$ cat src/rtl/fu_wb_buffer.sv
// In-order result buffer between a long-latency FU and the shared writeback port.
// Latency: 1 cycle push->wb_o; backpressure via wb_i_ready, with issue-side slot reservation.
package fu_wb_pkg;
  typedef struct packed {
    logic [31:0] pc;
    logic [7:0]  id;
    logic [5:0]  prd;
    logic [63:0] rdval;
  } fu_output_t;
  localparam int FU_W = $bits(fu_output_t);
endpackage

module fu_wb_buffer
  import fu_wb_pkg::*;
#(
  parameter int DEPTH = 4
) (
  input  logic                     clk,
  input  logic                     rst,
  input  logic                     reserve_i,
  output logic                     reserve_ready_o,
  input  logic [FU_W-1:0]          fuoutput_i,
  input  logic                     fuoutput_i_valid,
  output logic [FU_W-1:0]          wb_o,
  output logic                     wb_o_valid,
  input  logic                     wb_i_ready,
  input  logic                     squash_i,
  output logic [$clog2(DEPTH):0]   count_o,
  output logic                     err_o
);
  localparam int PW = $clog2(DEPTH);
  localparam int CW = PW + 1;
  localparam logic [CW-1:0] DEPTH_C = CW'(DEPTH);

  logic [FU_W-1:0] mem [DEPTH];
  logic [PW-1:0]   head, tail;
  logic [CW-1:0]   occupied, reserved;
  logic [CW-1:0]   occupied_nxt, reserved_nxt;
  logic [CW:0]     claimed;
  logic            pop, push_ok, rsv_ok, res_dec, err_set, full;

  always_comb begin
    claimed         = {1'b0, occupied} + {1'b0, reserved};
    reserve_ready_o = claimed < {1'b0, DEPTH_C};
    full            = (occupied == DEPTH_C);
    pop             = wb_o_valid && wb_i_ready;
    // A full buffer still accepts a result when the head leaves in the same cycle.
    push_ok         = fuoutput_i_valid && (!full || pop);
    rsv_ok          = reserve_i && reserve_ready_o;
    res_dec         = push_ok && (reserved != '0);
    err_set         = (reserve_i && !reserve_ready_o) ||
                      (fuoutput_i_valid && ((reserved == '0) || !push_ok));

    occupied_nxt = occupied;
    if (push_ok && !pop)      occupied_nxt = occupied + CW'(1);
    else if (!push_ok && pop) occupied_nxt = occupied - CW'(1);

    reserved_nxt = reserved;
    if (rsv_ok && !res_dec)      reserved_nxt = reserved + CW'(1);
    else if (!rsv_ok && res_dec) reserved_nxt = reserved - CW'(1);
  end

  always_ff @(posedge clk) begin
    if (rst) begin
      head     <= '0;
      tail     <= '0;
      occupied <= '0;
      reserved <= '0;
      err_o    <= 1'b0;
    end else if (squash_i) begin
      // Flush drops everything in flight; err_o deliberately survives.
      head     <= '0;
      tail     <= '0;
      occupied <= '0;
      reserved <= '0;
    end else begin
      if (push_ok) tail <= tail + PW'(1);
      if (pop)     head <= head + PW'(1);
      occupied <= occupied_nxt;
      reserved <= reserved_nxt;
      if (err_set) err_o <= 1'b1;
    end
  end

  always_ff @(posedge clk) begin
    if (!rst && !squash_i && push_ok) mem[tail] <= fuoutput_i;
  end

  assign wb_o       = mem[head];
  assign wb_o_valid = (occupied != '0);
  assign count_o    = occupied;

endmodule
$ cat config.mk
export PLATFORM = sky130hd
export DESIGN_NAME = fu_wb_buffer
export DESIGN_NICKNAME = d
export VERILOG_FILES = /design/src/rtl/fu_wb_buffer.sv
export SDC_FILE = /design/constraint.sdc
export NUM_CORES = 1
export LEC_CHECK = 0
export ABC_AREA = 1
export CAP_MARGIN = 25
export CORE_ASPECT_RATIO = 0.5
export CORE_MARGIN = 2
export CORE_UTILIZATION = 45
export DETAILED_ROUTE_END_ITERATION = 8
export PLACE_DENSITY = 0.68
export REMOVE_ABC_BUFFERS = 1
export SLEW_MARGIN = 10
export SYNTH_ARGS = -nofsm -noshare
export SYNTH_HDL_FRONTEND = slang
export SYNTH_SLANG_ARGS = --single-unit
$ cat constraint.sdc
create_clock -name clk -period 18.4 [get_ports clk]
set_input_delay 2.76 -clock clk [delete_from_list [all_inputs] [get_ports clk]]
set_output_delay 2.76 -clock clk [all_outputs]
set_load 0.01 [all_outputs]
==> qor.csv <==
metric,value,unit
tritoncts,done,
ir_drop,0.0622,mV
mostFrequentLayoutCell,edfxtp_1,
antenna_found_initial,2,
initial_utilization,0.456,
p_sw,0.443,mW
area_growth,23.2,%
power_density,102,mW/mm^2
htreeDepth,2,
post-route-min-period,6.48,ns
netlist_area,0.0171,sq mm
setup_viol,0,
fin_tns_setup,0,ns
root_buffer,clkbuf_16,
path_max_fanout,82,
critPathKind,reg2out,
fmax,154,MHz
hold_violations,0,
die_h,142,um
max_cap_violations,0,
synth_cell_type_count,22,
avgSynthCellArea,14.7,sq um
portBuffers,231,
core_area,0.0374,sq mm
min_path_type,reg2reg,
place_congestion,0.789,
dieWidth,279,um
internal_power,1.70,mW
swShare,0.207,
drtAntennaViolNets,0,
grt_pass1_wl,57200,um
vias_per_cell,5.39,
cp.required,15.64,ns
synthCells,1163,
pwr-share-comb,0.066,
finalPower,2.14,mW
grt_pass1_vias,10400,
track_usage,0.187,
drc,0,
ys_ff_latch,453,
timing.critical_path.arrival,3.72,ns
synth_ff_type,edfxtp_1,
maxSlewHeadroom,0.333,
post_cts_resized,0,
worst_setup_path_end_kind,output port,
fp-row-count,50,
routedWlPerCell,20.0,um
path_cells,"inv_6, buf_16, buf_4, o21ai_1, o22ai_1, clkdlybuf4s50_1",
pwr-share-seq,0.538,
yosysWarningCount,0,
grt_max_degree,140,
cts_buffer_depth,3,
finalCritPeriodShare,0.352,
rsz0062_at_grt,no,
cts.sinks,453,
critical-path-slowest-cell,buf_4,
drt-initial-drc-count,668,
tightest_slew,1.00,ns
p_clk_frac,0.396,
fp.dieArea,0.0396,sq mm
insertion_delay,0.55,ns
gr-total-overflow,0,
clock_skew,0.0243,ns
ctsHoldBuffers,0,
synth-edff-count,440,
io_pins,232,
slew_viol_final,0,
status,completed,
cts.clk_slew.worst_paths,0.07,ns
cts_buffers,41,
wirelength,38100,um
vias,10300,
final_cell_mix,"edfxtp_1 (440), clkdlybuf4s50_1 (231), nor2_1 (226)",
max_stage_delay,0.73,ns
detail_route.first_pass.iterations,5,
drive_gt1_frac,0.0595,
place_hpwl,21200,um
ys_async_sr_fraction,0,
cts_setup_buffers,0,
static-leakage-power,6.93,nW
finish.net_count,1506,
synth-seq-area-share,0.789,
critPathLaunchType,register,
[sequential cells by signal (all words and copies together) (netlist names), named ones only]
register,flops
reserved,3
head,2
err_o,1
mem,440
tail,2
count_o,3
[cells in the mapped netlist, drive strengths merged (4+ instances only)]
| master | count | area (sq um) |
|---|---|---|
| edfxtp | 440 | 13200 |
| o21ai | 226 | 1130 |
| buf | 36 | 353 |
| o22ai | 110 | 688 |
| inv | 22 | 85.1 |
| ha | 8 | 100 |
| a21oi | 10 | 50.1 |
| nor2 | 230 | 863 |
| nand2 | 22 | 82.6 |
| nand3 | 4 | 20.0 |
| clkbuf | 36 | 148 |
| dfxtp | 13 | 260 |
[per-stage QoR]
| stage | hold WS [ns] | utilization | setup WS (ns) | std cells | instance area (sq um) |
|---|---|---|---|---|---|
| 6_report | 0.464 | 0.562 | 11.92 | 1908 | 21000 |
| 5_1_grt | 0.484 | 0.562 | 11.63 | 1908 | 21000 |
| 4_1_cts | 0.467 | 0.560 | 11.80 | 1904 | 21000 |
| 3_5_place_dp | 0.447 | 0.525 | 12.34 | 1829 | 19600 |
| 3_3_place_gp | 0.444 | 0.525 | 12.38 | 1829 | 19600 |
| 2_1_floorplan | 0.454 | - | 9.74 | 1091 | 16600 |
[routing by layer]
layer | global-route usage | part of all wire | vias to the layer above
met2 | 0.356 | 0.55 | 209
met1 | 0.219 | 0.39 | 5209
met3 | 0.0318 | 0.040 | 56
li1 | - | - | 4813
met4 | 0.0540 | 0.019 | 0
met5 | 0 | 0 | -
[worst paths after layout]
| kind | start | cells after the start | slack (ns) | endpoint |
|---|---|---|---|---|
| worst max-delay path | register | 6 | 11.92 | wb_o[49] |
| worst min register to register | err_o$_SDFFE_PP0P_ | 2 | 0.46 | err_o$_SDFFE_PP0P_ |
| worst max register to register | count_o[0]$_SDFFE_PP0P_ | 8 | 15.17 | mem[2][14]$_DFFE_PP_ |
| worst min-delay path | err_o$_SDFFE_PP0P_ | 2 | 0.46 | err_o$_SDFFE_PP0P_ |
[power groups by stage]
stage	sequential (mW)	combinational, mW	clock, mW
finish	1.15	0.142	0.847
global route	1.15	0.154	0.902
CTS	1.15	0.142	0.862
detailed placement	1.17	0.141	0
global placement	1.17	0.137	0
floorplan	1.18	0.0522	0
[area by class of cell]
cell class | instances | area (sq um)
Clock inverter | 26 | 234
Tap cell | 494 | 618
Antenna cell | 2 | 5.00
Multi-Input combinational cell | 616 | 3040
Sequential cell | 453 | 13500
Inverter | 22 | 87.6
Timing Repair Buffer | 246 | 2460
Clock buffer | 49 | 1100
Fill cell | 2858 | 16400
[critical path, delay by kind of cell (launching register included)]
family / cells / cell delay [ns]
AOI/OAI and AO/OA: 2 / 0.35
DFF: 1 / 0.54
buffers and inverters: 4 / 2.14
[logic make-up (layout without fill, tap and decap cells)]
kind of cell | Yosys count | in the layout | share of synthesized area
fa+ha+maj | 10 | 10 | 0.00821
other cells | 0 | 2 | 0
compound gates | 347 | 347 | 0.110
flops | 453 | 453 | 0.789
buf+inv | 94 | 343 | 0.0343
simple gates | 257 | 257 | 0.0569
xor+xnor | 2 | 2 | 0.00103
(Power assumes the default switching activity.)
